$ cat src/rtl/seg7_pkg.sv
// rtl/seg7_pkg.sv - segment decode constants, scan state type and nibble decode function
package seg7_pkg;

  localparam logic [6:0] SEG_0 = 7'h3F;
  localparam logic [6:0] SEG_1 = 7'h06;
  localparam logic [6:0] SEG_2 = 7'h5B;
  localparam logic [6:0] SEG_3 = 7'h4F;
  localparam logic [6:0] SEG_4 = 7'h66;
  localparam logic [6:0] SEG_5 = 7'h6D;
  localparam logic [6:0] SEG_6 = 7'h7D;
  localparam logic [6:0] SEG_7 = 7'h07;
  localparam logic [6:0] SEG_8 = 7'h7F;
  localparam logic [6:0] SEG_9 = 7'h6F;
  localparam logic [6:0] SEG_A = 7'h77;
  localparam logic [6:0] SEG_B = 7'h7C;
  localparam logic [6:0] SEG_C = 7'h39;
  localparam logic [6:0] SEG_D = 7'h5E;
  localparam logic [6:0] SEG_E = 7'h79;
  localparam logic [6:0] SEG_F = 7'h71;

  typedef enum logic {
    SHOW = 1'b0,
    GAP  = 1'b1
  } scan_state_e;

  // Active-high segments {g,f,e,d,c,b,a}
  function automatic logic [6:0] seg7_decode(input logic [3:0] nib);
    logic [6:0] seg;
    case (nib)
      4'h0: seg = SEG_0;
      4'h1: seg = SEG_1;
      4'h2: seg = SEG_2;
      4'h3: seg = SEG_3;
      4'h4: seg = SEG_4;
      4'h5: seg = SEG_5;
      4'h6: seg = SEG_6;
      4'h7: seg = SEG_7;
      4'h8: seg = SEG_8;
      4'h9: seg = SEG_9;
      4'hA: seg = SEG_A;
      4'hB: seg = SEG_B;
      4'hC: seg = SEG_C;
      4'hD: seg = SEG_D;
      4'hE: seg = SEG_E;
      default: seg = SEG_F;
    endcase
    return seg;
  endfunction

endpackage

$ cat src/rtl/seg7_hex_decode.sv
// rtl/seg7_hex_decode.sv - combinational hex nibble to active-high segment decoder
module seg7_hex_decode
  import seg7_pkg::*;
(
  input  logic [3:0] nibble_i,
  output logic [6:0] seg_o
);

  assign seg_o = seg7_decode(nibble_i);

endmodule

$ cat src/rtl/seg7_scan_driver.sv
// rtl/seg7_scan_driver.sv - time-multiplexed hex 7-segment scanner with tear-free value handoff
module seg7_scan_driver
  import seg7_pkg::*;
#(
  parameter int DIGITS   = 4,
  parameter int PRESCALE = 1000,
  parameter int DEADTIME = 8
) (
  input  logic                  wb_clk_i,
  input  logic                  wb_rst_i,
  input  logic [4*DIGITS-1:0]   value_i,
  input  logic                  value_valid_i,
  output logic                  value_ready_o,
  input  logic                  blank_lz_i,
  input  logic                  digit_pol_i,
  output logic [6:0]            seg_o,
  output logic [DIGITS-1:0]     dig_en_o,
  output logic [6:0]            seg_oeb_o,
  output logic                  frame_o
);

  localparam int BITS = 4 * DIGITS;
  localparam int CW   = (PRESCALE + DEADTIME > 1) ? $clog2(PRESCALE + DEADTIME) : 1;
  localparam int DW   = (DIGITS > 1) ? $clog2(DIGITS) : 1;
  localparam logic [CW-1:0] SHOW_LAST = CW'(PRESCALE - 1);
  localparam logic [CW-1:0] GAP_LAST  = CW'((DEADTIME > 0) ? DEADTIME - 1 : 0);
  localparam logic [DW-1:0] DIG_LAST  = DW'(DIGITS - 1);

  scan_state_e       state_q, state_d;
  logic [CW-1:0]     cnt_q, cnt_d;
  logic [DW-1:0]     dig_q, dig_d, dig_next;
  logic [BITS-1:0]   pend_q, pend_d, disp_q, disp_d;
  logic              pend_full_q, pend_full_d;
  logic [6:0]        seg_q, seg_d, oeb_q;
  logic [DIGITS-1:0] en_q, en_d;
  logic              frame_q, frame_d;
  logic              boundary, accept, zero_run;
  logic [3:0]        nibble;
  logic [6:0]        seg_raw;
  logic [DIGITS-1:0] dig_hot, blank_mask;

  assign value_ready_o = ~pend_full_q;
  assign accept        = value_valid_i & ~pend_full_q;
  assign boundary      = (state_q == SHOW) && (dig_q == '0) && (cnt_q == '0);
  assign dig_next      = (dig_q == DIG_LAST) ? '0 : dig_q + 1'b1;

  always_comb begin
    state_d = state_q;
    cnt_d   = cnt_q + 1'b1;
    dig_d   = dig_q;
    case (state_q)
      SHOW: if (cnt_q == SHOW_LAST) begin
        cnt_d = '0;
        if (DEADTIME == 0) begin
          dig_d = dig_next;
        end else begin
          state_d = GAP;
        end
      end
      GAP: if (cnt_q == GAP_LAST) begin
        cnt_d   = '0;
        state_d = SHOW;
        dig_d   = dig_next;
      end
      default: begin
        state_d = SHOW;
        cnt_d   = '0;
        dig_d   = '0;
      end
    endcase
  end

  // Display only reloads at the frame boundary; a value captured in that same cycle waits a frame.
  always_comb begin
    pend_d      = pend_q;
    pend_full_d = pend_full_q;
    disp_d      = disp_q;
    frame_d     = 1'b0;
    if (boundary && pend_full_q) begin
      disp_d      = pend_q;
      pend_full_d = 1'b0;
      frame_d     = 1'b1;
    end
    if (accept) begin
      pend_d      = value_i;
      pend_full_d = 1'b1;
    end
  end

  always_comb begin
    nibble     = 4'h0;
    dig_hot    = '0;
    blank_mask = '0;
    zero_run   = 1'b1;
    for (int d = DIGITS - 1; d >= 0; d--) begin
      zero_run = zero_run & (disp_d[4*d +: 4] == 4'h0);
      if (d != 0) blank_mask[d] = blank_lz_i & zero_run;
      if (dig_q == DW'(d)) begin
        nibble     = disp_d[4*d +: 4];
        dig_hot[d] = 1'b1;
      end
    end
  end

  seg7_hex_decode u_dec (
    .nibble_i (nibble),
    .seg_o    (seg_raw)
  );

  always_comb begin
    seg_d = {7{~digit_pol_i}};
    en_d  = '0;
    if (state_q == SHOW) begin
      seg_d = seg_raw ^ {7{~digit_pol_i}};
      en_d  = dig_hot & ~blank_mask;
    end
  end

  always_ff @(posedge wb_clk_i or posedge wb_rst_i) begin
    if (wb_rst_i) begin
      state_q     <= SHOW;
      cnt_q       <= '0;
      dig_q       <= '0;
      pend_q      <= '0;
      pend_full_q <= 1'b0;
      disp_q      <= '0;
      seg_q       <= '0;
      en_q        <= '0;
      oeb_q       <= 7'h7F;
      frame_q     <= 1'b0;
    end else begin
      state_q     <= state_d;
      cnt_q       <= cnt_d;
      dig_q       <= dig_d;
      pend_q      <= pend_d;
      pend_full_q <= pend_full_d;
      disp_q      <= disp_d;
      seg_q       <= seg_d;
      en_q        <= en_d;
      oeb_q       <= '0;
      frame_q     <= frame_d;
    end
  end

  assign seg_o     = seg_q;
  assign dig_en_o  = en_q;
  assign seg_oeb_o = oeb_q;
  assign frame_o   = frame_q;

endmodule
$ cat config.mk
export PLATFORM = sky130hd
export DESIGN_NAME = seg7_scan_driver
export DESIGN_NICKNAME = d
export VERILOG_FILES = /design/src/rtl/seg7_pkg.sv /design/src/rtl/seg7_hex_decode.sv /design/src/rtl/seg7_scan_driver.sv
export SDC_FILE = /design/constraint.sdc
export NUM_CORES = 1
export LEC_CHECK = 0
export ABC_AREA = 0
export BUFFER_PORTS_ARGS = -buffer_cell sky130_fd_sc_hd__buf_2
export CAP_MARGIN = 20
export CORE_AREA = 8 8 86 88
export DETAILED_ROUTE_END_ITERATION = 8
export DIE_AREA = 0 0 94 96
export PLACE_DENSITY = 0.7
export SYNTH_ARGS = -nofsm -noshare
export SYNTH_HDL_FRONTEND = slang
export SYNTH_HIERARCHICAL = 1
export SYNTH_SLANG_ARGS = --single-unit
$ cat constraint.sdc
create_clock -name wb_clk_i -period 5.1 [get_ports wb_clk_i]
set_input_delay 0.51 -clock wb_clk_i [delete_from_list [all_inputs] [get_ports wb_clk_i]]
set_output_delay 0.51 -clock wb_clk_i [all_outputs]
set_load 0.02 [all_outputs]
; ---- After elaboration in Yosys (flattened, before gate mapping)
; Memory sizes are Yosys's and may differ from the RTL's.
; Index checks and enable logic that the tools add are counted.
[op_classes]
addsub = 2
multipliers = 0
n_lt_le_gt_ge = 0
n_eq_ne = 5
shifts = 0
n_reduce_logical = 10
div = 0
mux = 21
bitwise = 12
[ops]
columns = op, count
row1 = 10-bit two-way mux, 2
row2 = 4-bit two-way mux, 5
row3 = 10-bit one-hot mux with 2 select lines, 1
row4 = 16-bit two-way mux, 1
row5 = 4-bit zero test, 3
row6 = "10-bit by 1-bit adder with 10-bit output, second input constant", 1
row7 = "10-bit == test, second input constant", 1
row8 = "10-bit by 3-bit == test with 1-bit output, second input constant", 1
row9 = 10-bit zero test, 1
row10 = 1-bit two-way mux, 9
row11 = 7-bit two-way mux, 1
row12 = 7-bit XOR, 1
row13 = 1-bit AND, 6
row14 = 4-bit AND, 1
row15 = "2-bit == test, second input constant", 2
row16 = 4-bit inverter, 1
row17 = 1-bit logical AND, 3
row18 = 1-bit inverter, 3
row19 = "2-bit by 1-bit adder with 2-bit output, second input constant", 1
row20 = "2-bit by 1-bit == test with 1-bit output, second input constant", 1
row21 = 2-bit zero test, 1
row22 = 2-bit two-way mux, 1
row23 = 1-bit one-hot mux with 2 select lines, 1
row24 = 2-bit AND reduction, 1
row25 = 2-bit nonzero test, 1
[totals]
register_bits = 65
mem_bits_rw = 0
in_bits = 21
memories = 1
rom_bits = 112
latch_bits = 0
output_inout_bits = 20
[memory_table]
columns = name, depth, width, read_ports, rd_ports_with_merged_regs, write_ports, line
row1 = (no name shown), 16, 7, 1, 0, 0, seg7_pkg.sv:29  ; case (nib)

; ---- Logic depth before layout (Yosys ltp)
; Gate-level depths: netlist of the first run.
[depth]
word_depth = 12
depth_mapped = 14

; ---- By module
; The synthesis of the first run kept the hierarchy.
[by_module_without_submodules]
columns = module, area_each_um2, seq_area_each_um2, instances, cells_each
row1 = seg7_scan_driver, 2668.8, 1477.7, 1, 212
row2 = seg7_hex_decode, 287.8, 0.0, 1, 33

; ---- Least setup slack after synthesis of the first run
; No wires, ideal clock.
[synth_path]
path_type = register to register
from = register dig_q[0]
to = register seg_q[3], in the netlist seg_o[3]
required_ps = 4964
path_stages_with_launch = 15
setup_slack_ps = 1993
path_buffers = 1
arrival_time_ps = 2970
path_cell_list = dfrtp_1 inv_1 ha_1 nor2b_1 nand4_4 buf_6 mux2_4 a221oi_1 nor2_1 inv_1 ha_1 inv_1 mux4_1 nor2b_1 xnor2_1
[synth_via]
elab_chain_cells = 12
[synth_rtl]
columns = item, line
row1 = start: declaration, seg7_scan_driver.sv:31  ; logic [DW-1:0] dig_q, dig_d, dig_next;
row2 = start signal: assignment, seg7_scan_driver.sv:134  ; dig_q <= dig_d;
row3 = 2-bit zero test, seg7_scan_driver.sv:44  ; assign boundary = (state_q == SHOW) && (dig_q == '0) && (cnt_q == '0);
row4 = 1-bit logical AND (2 in a row), seg7_scan_driver.sv:44
row5 = 1-bit logical AND, seg7_scan_driver.sv:79  ; if (boundary && pend_full_q) begin
row6 = 16-bit two-way mux, seg7_scan_driver.sv:79
row7 = named net disp_d[13], seg7_scan_driver.sv:32  ; logic [BITS-1:0] pend_q, pend_d, disp_q, disp_d;
row8 = 4-bit two-way mux (4 in a row), seg7_scan_driver.sv:98  ; if (dig_q == DW'(d)) begin
row9 = named net nibble[1], seg7_scan_driver.sv:38  ; logic [3:0] nibble;
row10 = memory 16 x 7 bit, n/a
row11 = named net seg_raw[3], seg7_scan_driver.sv:39  ; logic [6:0] seg_raw;
row12 = 7-bit XOR, seg7_scan_driver.sv:114  ; seg_d = seg_raw ^ {7{~digit_pol_i}};
row13 = 7-bit two-way mux, seg7_scan_driver.sv:113  ; if (state_q == SHOW) begin
row14 = named net seg_d[3], seg7_scan_driver.sv:34  ; logic [6:0] seg_q, seg_d, oeb_q;
row15 = end signal: assignment, seg7_scan_driver.sv:138  ; seg_q <= seg_d;
row16 = end: declaration, seg7_scan_driver.sv:34
; The timed path passes the listed nets, and every way through them passes these cells.
; A chain may end at the register's enable or synchronous reset.

; ---- Worst setup path after layout of the first run
[layout_path]
from = register dig_q[0]
to = register seg_q[3], in the netlist seg_o[3]
[layout_rtl]
columns = item, line
row1 = 2-bit zero test, seg7_scan_driver.sv:44
row2 = 1-bit logical AND (2 in a row), seg7_scan_driver.sv:44
row3 = 1-bit logical AND, seg7_scan_driver.sv:79
row4 = 16-bit two-way mux, seg7_scan_driver.sv:79
row5 = named net disp_d[8], seg7_scan_driver.sv:32
row6 = 4-bit two-way mux (3 in a row), seg7_scan_driver.sv:98
row7 = named net nibble[0], seg7_scan_driver.sv:38
row8 = memory 16 x 7 bit, n/a
row9 = named net seg_raw[3], seg7_scan_driver.sv:39
row10 = 7-bit XOR, seg7_scan_driver.sv:114
row11 = 7-bit two-way mux, seg7_scan_driver.sv:113
row12 = named net seg_d[3], seg7_scan_driver.sv:34
; The timed path passes the listed nets, and every way through them passes these cells.

==> results.yml, run 1 <==
critical_path:
  slowest_stage: "mux4_1"
  endpoint_kind: "flop"
  cp.arrival_ps: 3780
  crit_family: "simple AND/OR/NAND/NOR gates"
  cp-startpoint: "dig_q[0]"
  regToRegEndpoint: "seg_o[3]"
  ff2ff_path_depth: 12
  required_ps: 5310
  cp.depth: 12
  worstPathMaxFanout: 23
  start_kind: "flop"
  reg2reg_from: "dig_q[0]"
  crit_path_end: "seg_o[3]"
  crit_buf_inv: 2
  path_class: "flop to flop"
  critical_path.cell_chain: "inv_1 > ha_1 > nor2b_1 > nand4_4 > mux2_2 > a221oi_1 > nor2_1 > inv_1 > ha_1 > mux4_1 > nor2b_1 > xnor2_1"
  reg2reg_setup_slack_ps: 1530
  critPathMaxStageDelay_ps: 470
clock_tree:
  cts_resized: 0
  clock-sinks: 59
  htreeDepth: 3
  cts_max_path_buffers: 2
  cts_buffers: 9
  cts_tree: "yes"
  cts_root_buf: "clkbuf_8"
  postCtsHoldBufs: 0
  cts_setup_buffers: 0
  insertion_delay_ps: 330
  clkTransAtPathRegs_ps: 70
yosys:
  synthMuxAreaShare_pct: 15.91
  synth_compound_area_share_pct: 5.417
  syn-instance-count: 245
  ys_top_cells_by_area: "dfrtp_1 (49%), mux2_2 (12%), ha_1 (5.5%)"
  syn_area_per_cell_um2: 12.07
  syn-num-nets: 279
  synth_top_family_by_area: "multiplexers"
  ys_types: 46
  yosysSeqAreaShare_pct: 49.98
  ys_ff_latch: 59
  synth-xor-area-share_pct: 4.444
  synth_edf_count: 0
  post-synth-top-area-fraction_pct: 49.09
  syn_area_mm2: 0.002957
  synthSimpleGateAreaFrac_pct: 13.58
  synth_fa_ha_area_share_pct: 5.501
  async_flop_share_pct: 100.0
  yosys_warnings: 6
  synth_ff_type: "dfrtp_1"
  yosys.area.top_type: "dfrtp_1"
run_status:
  status: "finished clean"
timing:
  fin_worst_skew_ps: 11.58
  fmax_ghz: 0.2804
  rsz0062_at_grt: "false"
  fin_crit_sh_pct: 69.92
  setup-tns-final_ps: 0
  fin_crit_ps: 3566
  finalMaxSlewViolations: 0
  tightest_slew_ps: 945.2
  setup_viol: 0
  hold_viol_final: 0
  slew_headroom_pct: 36.75
placed_design:
  place_inst: 350
  dp_hpwl_mm: 3.984
  place_congestion: 0.7526
  port_buffers: 40
detailed_routing:
  drc: 0
  routed_via_density: 5.150
  detail_route.iter0.violations: 63
  wirelength_mm: 5.423
  wl_per_cell_um: 14.82
  ant_nets: 0
  first_pass_iters: 4
  vias: 1885
global_routing:
  grt_first_pass_wirelength_mm: 9.183
  grt_usage_pct: 13.11
  grt_pass1_vias: 1966
  grt_antenna_before_repair: 0
  overflow: 0
  grt_max_degree: 60
finish:
  final_cell_mix: "dfrtp_1 (58), buf_2 (40), mux2_2 (31)"
  antenna_cells: 0
  layout-drive-gt1-share_pct: 35.29
  synthToLayoutAreaGrowth_pct: 15.07
  nNetsFinal: 318
  final_cells: 366
  final_common_cell: "dfrtp_1"
worst_hold_path:
  hold_path.class: "input port to async pin"
floorplanning:
  die_h_um: 96
  io-pin-count: 41
  die_w_um: 94
  core.rowCount: 29
  placeableCoreArea_mm2: 0.006096
  initial_utilization_pct: 48.50
  dieArea_mm2: 0.009024
power_and_ir_drop:
  ir_drop_mv: 0.2244
  pwr_density_cell_mw_per_mm2: 318.4
  total_power_w: 0.001083
  leakagePower_nw: 1.604
run:
  max_cap_violations: 0
[registers in the layout, indices dropped and copies added (netlist names), 2 cells and up]
signal and count:
dig_en_o 4, pend_q 16, cnt_q 10, seg_o 7
dig_q 2, disp_q 16
[cell type report]
cell class,count,area [um2]
inverters,15,56.30
clock inverters,6,88.84
multi-input cells,157,1330
well taps,77,96.34
fillers,520,2694
repair buffers,42,215.2
clock buffers,10,137.6
flip-flops and latches,59,1478
[kinds of logic (layout without fill, tap and decap cells)]
kind of cell,Yosys count,in the layout
and+or+nand+nor,68,68
DFF,59,59
muxes,39,39
buffers and inverters,29,73
AOI/OAI and AO/OA,21,21
xor gates and xnor gates,15,15
adders and majority gates,13,13
other,1,1
[per-stage QoR]
step                setup slack [ps]  utilization (%)  hold WS, ps  area, um2
floorplan                       1993                -        471.1       2957
global placement                1608            52.09        490.1       3176
detailed placement              1496            52.09        498.7       3176
CTS                             1520            55.81        384.6       3402
global route                    1192            55.81        392.1       3402
finish                          1534            55.81        386.2       3402
[Yosys cell counts, types with 2 or more instances]
library cell and number:
dfrtp_1 58, mux2_2 31, nor2_1 16, inv_1 15, ha_1 13, nor2b_1 12, xnor2_1 10, nand2_1 8
a21oi_1 6, buf_4 6, mux2_4 5, nand3_1 5, nor4_1 5, xor2_1 5, nor3_1 4, o22ai_1 4
a221oi_1 3, clkbuf_1 3, or4_1 3, and2_1 2, buf_2 2, buf_6 2, mux2i_1 2, nand2b_1 2
nand3b_1 2
[per-layer routing]
| layer | wire length, um | share of wire (%) | GRT usage [%] |
|---|---|---|---|
| met5 | 0 | 0 | 0 |
| met4 | 73 | 1.3 | 7.133 |
| met3 | 294 | 5.4 | 4.134 |
| met2 | 2733 | 50 | 21.94 |
| met1 | 2322 | 43 | 14.67 |
[worst reg2reg max path, cell delays in order, from the launching register on]
cell      delay, ps
dfrtp_1         420
inv_1           100
ha_1            190
nor2b_1         250
nand4_4         390
mux2_2          430
a221oi_1        340
nor2_1          160
inv_1           160
ha_1            260
mux4_1          470
nor2b_1         150
xnor2_1         140
[worst min path at each step]
stage | slack (ps) | endpoint | startpoint
after floorplan | 470 | disp_q[0] | disp_q[0]
after global placement | 490 | disp_q[3] | disp_q[3]
after detailed placement | 500 | disp_q[3] | disp_q[3]
after CTS | 380 | pend_q[13] | value_i[13]
after global routing | 390 | pend_q[10] | value_i[10]
final | 390 | disp_q[10] | wb_rst_i
[power by group]
| part | total [W] | internal [W] | leakage, nW | switching [W] |
|---|---|---|---|---|
| Combinational | 0.0000965 | 0.0000468 | 0.754 | 0.0000497 |
| Sequential | 0.000517 | 0.000498 | 0.742 | 0.0000182 |
| Clock | 0.000470 | 0.000288 | 0.108 | 0.000182 |
(Power assumes the default switching activity.)
==> run 2, diff against run 1 <==
Clock period 5.1 ns to 3.5 ns, I/O delays scaled along.
==> run 2 against run 1 <==
Cell count is 2.7% higher; clock skew down 3.3 ps; die area unchanged; sequential power grew 46%; register-to-register slack got worse by 1300 ps; clock power increased by 13%; largest power group unchanged.
==> results.yml, run 2 (synthesis gave the netlist of run 1 again) <==
clock_tree:
  cts_buffers: 9
  clkTransAtPathRegs_ps: 70
  cts_tree: "yes"
  cts_root_buf: "clkbuf_8"
  htreeDepth: 3
  clock-sinks: 59
  insertion_delay_ps: 330
  cts_max_path_buffers: 2
floorplanning:
  die_w_um: 94
  initial_utilization_pct: 48.50
  die_h_um: 96
  dieArea_mm2: 0.009024
  io-pin-count: 41
  placeableCoreArea_mm2: 0.006096
  core.rowCount: 29
detailed_routing:
  drc: 0
  vias: 1927
  wirelength_mm: 5.622
  ant_nets: 0
  wl_per_cell_um: 14.95
  detail_route.iter0.violations: 85
  routed_via_density: 5.125
  first_pass_iters: 4
critical_path:
  cp.depth: 13
  worstPathMaxFanout: 9
  endpoint_kind: "flop"
  crit_family: "multiplexers"
  start_kind: "flop"
  critPathMaxStageDelay_ps: 470
  cpMostUsedCell: "inv_1"
  critical_path.cell_chain: "inv_1 > ha_1 > nor2b_2 > nand4_4 > mux2_2 > a221oi_1 > nor2_1 > inv_1 > ha_2 > inv_1 > mux4_1 > nor2b_1 > xnor2_1"
  reg2reg_from: "dig_q[0]"
  cp-startpoint: "dig_q[0]"
  required_ps: 3710
  regToRegEndpoint: "seg_o[3]"
  path_class: "flop to flop"
  crit_path_end: "seg_o[3]"
  cp.arrival_ps: 3440
  reg2reg_setup_slack_ps: 270
  ff2ff_path_depth: 13
  crit_buf_inv: 3
  slowest_stage: "mux4_1"
power_and_ir_drop:
  power_frac_clock_pct: 37.0
  pwr_density_cell_mw_per_mm2: 414.1
  p_int_w: 0.001073
  pwr-share-seq_pct: 52.7
  switchingPower_w: 0.0003547
  combinationalPowerShare_pct: 10.3
  ir_drop_mv: 0.2363
  p_sw_share_pct: 24.84
  leakagePower_nw: 1.634
global_routing:
  grt_pass1_vias: 1978
  grt_max_degree: 49
  overflow: 0
  grt_usage_pct: 13.87
  grt_first_pass_wirelength_mm: 9.542
  grt_antenna_before_repair: 0
placed_design:
  port_buffers: 40
  place_inst: 355
  place_congestion: 0.7719
  dp_hpwl_mm: 4.119
timing:
  hold_viol_final: 0
  finalMaxSlewViolations: 0
  fin_worst_skew_ps: 8.267
  rsz0062_at_grt: "false"
  fmax_ghz: 0.3100
  fin_crit_ps: 3226
  holdWs_ps: 242.0
  fin_crit_sh_pct: 92.16
  slew_headroom_pct: 49.51
  setup-tns-final_ps: 0
  setup_viol: 0
  tightest_slew_ps: 754.6
finish:
  final_cells: 376
  final_common_cell: "dfrtp_1"
  final_util_pct: 56.57
  reg_top3: "disp_q x16, pend_q x16, cnt_q x10"
  layout-drive-gt1-share_pct: 37.79
  nNetsFinal: 328
  final_cell_mix: "dfrtp_1 (58), buf_2 (40), mux2_2 (31)"
  antenna_cells: 0
  synthToLayoutAreaGrowth_pct: 16.63
worst_hold_path:
  min-delay-start: "value_i[3]"
  hold_path.class: "input port to flop"
run:
  max_cap_violations: 0
run_status:
  status: "finished clean"
-- run 2: cell type report --
class | count | area (um2)
Clock inverter | 3 | 17.52
Inverter | 15 | 56.30
Fill cell | 532 | 2648
Tap cell | 77 | 96.34
Clock buffer | 13 | 148.9
Timing Repair Buffer | 52 | 305.3
Multi-Input combinational cell | 157 | 1346
Sequential cell | 59 | 1478
-- run 2: metal layers --
layer | GRT usage [%] | vias to the layer above | part of all wire, %
met2 | 22.00 | 36 | 48
met4 | 8.322 | 0 | 2.7
met3 | 4.134 | 12 | 5.3
met5 | 0 | - | 0
met1 | 16.38 | 939 | 44
li1 | - | 940 | -
-- run 2: timing repair --
action	CTS	global route
endpoints found under the setup margin	0	7
hold endpoints to repair	0	12
resized for setup	0	5
hold buffers	0	1
buffers inserted	0	3
-- run 2: how the worst min path moves through the flow --
stage | depth (start not counted) | end | slack [ps]
2_1_floorplan | 1 | disp_q[0] | 470
3_3_place_gp | 1 | dig_en_o[0] | 460
3_5_place_dp | 1 | dig_en_o[0] | 460
4_1_cts | 2 | pend_q[3] | 230
5_1_grt | 2 | pend_q[0] | 230
6_report | 2 | pend_q[3] | 240
-- run 2: power groups by stage --
| stage | logic [W] | registers (W) | clock network, W |
|---|---|---|---|
| 2_1_floorplan | 0.0000942 | 0.000770 | 0 |
| 3_3_place_gp | 0.000141 | 0.000764 | 0 |
| 3_5_place_dp | 0.000145 | 0.000766 | 0 |
| 4_1_cts | 0.000145 | 0.000754 | 0.000544 |
| 5_1_grt | 0.000162 | 0.000759 | 0.000581 |
| 6_report | 0.000147 | 0.000753 | 0.000529 |
-- run 2: through the flow --
| stage | cell area, um2 | worst slack, ps | total power, W |
|---|---|---|---|
| final | 3448 | 274.4 | 0.001428 |
| after floorplan | 2957 | 393.5 | 0.0008641 |
| after detailed placement | 3213 | 87.30 | 0.0009108 |
| after global routing | 3448 | 33.66 | 0.001502 |
| after CTS | 3379 | 48.86 | 0.001443 |
| after global placement | 3213 | 182.2 | 0.0009049 |
==> run 3, diff against run 2 <==
Settings changed: CAP_MARGIN 20 to unset, PLACE_DENSITY 0.7 to 0.72.
==> run 3 against run 2 <==
Non-clock buffer count decreased by 5; critical path type unchanged; final area unchanged; critical endpoint unchanged; first-iteration DRC count decreased by 20%; largest cell class unchanged.
==> results.yml, run 3 (synthesis gave the netlist of run 1 again) <==
run:
  max_cap_violations: 0
placed_design:
  place_inst: 355
  dp_hpwl_mm: 4.178
  placed_area_mm2: 0.003213
  place_congestion: 0.7869
  port_buffers: 40
global_routing:
  grt_usage_pct: 14.39
  overflow: 0
  grt_pass1_vias: 2066
  grt_max_degree: 45
  grt_first_pass_wirelength_mm: 10.09
  grt_antenna_before_repair: 0
critical_path:
  endpoint_kind: "flop"
  path_class: "flop to flop"
  worstPathMaxFanout: 6
  cp-startpoint: "dig_q[0]"
  start_kind: "flop"
  ff2ff_path_depth: 13
  cp.arrival_ps: 3520
  required_ps: 3720
  regToRegEndpoint: "seg_o[3]"
  reg2reg_from: "dig_q[0]"
  reg2reg_setup_slack_ps: 190
floorplanning:
  initial_utilization_pct: 48.50
  core.rowCount: 29
  placeableCoreArea_mm2: 0.006096
  dieArea_mm2: 0.009024
  io-pin-count: 41
  die_w_um: 94
  die_h_um: 96
power_and_ir_drop:
  ir_drop_mv: 0.2906
  pwr_density_cell_mw_per_mm2: 464.7
  leakagePower_nw: 1.634
clock_tree:
  cts_setup_buffers: 0
  postCtsHoldBufs: 0
  cts_max_path_buffers: 2
  clock-sinks: 59
  htreeDepth: 3
  cts_resized: 0
  clkTransAtPathRegs_ps: 70
  cts_buffers: 9
  insertion_delay_ps: 340
  cts_tree: "yes"
  cts_root_buf: "clkbuf_8"
detailed_routing:
  first_pass_iters: 4
  detail_route.iter0.violations: 68
  drc: 0
  wl_per_cell_um: 15.49
  ant_nets: 0
  routed_via_density: 5.111
  wirelength_mm: 5.747
  vias: 1896
timing:
  fin_worst_skew_ps: 8.417
  fmax_ghz: 0.3022
  finalMaxSlewViolations: 0
  slew_headroom_pct: 39.44
  fin_crit_sh_pct: 94.54
  rsz0062_at_grt: "false"
  holdWs_ps: 208.6
  setup-tns-final_ps: 0
  tightest_slew_ps: 907.1
  setup_viol: 0
  hold_viol_final: 0
  fin_crit_ps: 3309
finish:
  final_cell_mix: "dfrtp_1 (58), buf_2 (40), mux2_2 (31)"
  nNetsFinal: 323
  nFillCells: 514
  antenna_cells: 0
  synthToLayoutAreaGrowth_pct: 16.63
  final_cells: 371
  layout-drive-gt1-share_pct: 37.07
  reg_top3: "disp_q x16, pend_q x16, cnt_q x10"
  final_common_cell: "dfrtp_1"
  fin_area_mm2: 0.003448
run_status:
  status: "finished clean"
worst_hold_path:
  hold_path.class: "input port to async pin"
## run 3: cell types whose count changed in the layout (fill, tap and decap cells not counted), sizes merged
| cell | previous run | this run |
|---|---|---|
| bufinv | 0 | 2 |
| buf | 51 | 47 |
| clkbuf | 13 | 12 |
| dlygate4sd3 | 1 | 0 |
| clkinv | 2 | 1 |
## run 3: how the worst max path moves through the flow
stage | slack [ps] | endpoint
2_1_floorplan | 390 | seg_o[3]
3_3_place_gp | 310 | seg_o[6]
3_5_place_dp | 90 | seg_o[6]
4_1_cts | 70 | seg_o[3]
5_1_grt | 30 | seg_o[3]
6_report | 190 | seg_o[3]
## run 3: per-layer routing
| metal | track usage (%) | part of all wire (%) |
|---|---|---|
| met1 | 17.25 | 44 |
| met2 | 23.69 | 50 |
| met3 | 3.822 | 4.4 |
| met4 | 6.737 | 1.7 |
| met5 | 0 | 0 |
## run 3: area by class of cell
| class | count | area, um2 | area share [%] |
|---|---|---|---|
| Timing Repair Buffer | 47 | 252.7 | 7.329 |
| Sequential cell | 59 | 1478 | 42.85 |
| Clock buffer | 12 | 155.1 | 4.499 |
| Tap cell | 77 | 96.34 | 2.794 |
| Clock inverter | 4 | 72.57 | 2.104 |
| Multi-Input combinational cell | 157 | 1338 | 38.79 |
| Inverter | 15 | 56.30 | 1.633 |
## run 3: through the flow
step / utilization (%) / total power, W / worst slack, ps
2_1_floorplan: - / 0.0008641 / 393.5
3_3_place_gp: 52.71 / 0.0009044 / 306.8
3_5_place_dp: 52.71 / 0.0009104 / 92.27
4_1_cts: 56.45 / 0.001622 / 69.92
5_1_grt: 56.57 / 0.001675 / 26.30
6_report: 56.57 / 0.001603 / 191.1
## run 3: power breakdown
group,leakage (nW),switching (W),internal (W)
Clock,0.113,0.000268,0.000439
Combinational,0.780,0.0000732,0.0000694
Sequential,0.742,0.0000269,0.000726
## run 3: critical path, cell delays in order, from the launching register on
cell	delay [ps]
dfrtp_1	420
inv_1	100
ha_1	180
nor2b_2	230
nand4_4	190
mux2_2	330
a221oi_1	370
nor2_1	120
inv_1	140
ha_1	270
inv_1	70
mux4_1	490
nor2b_1	160
xnor2_1	120
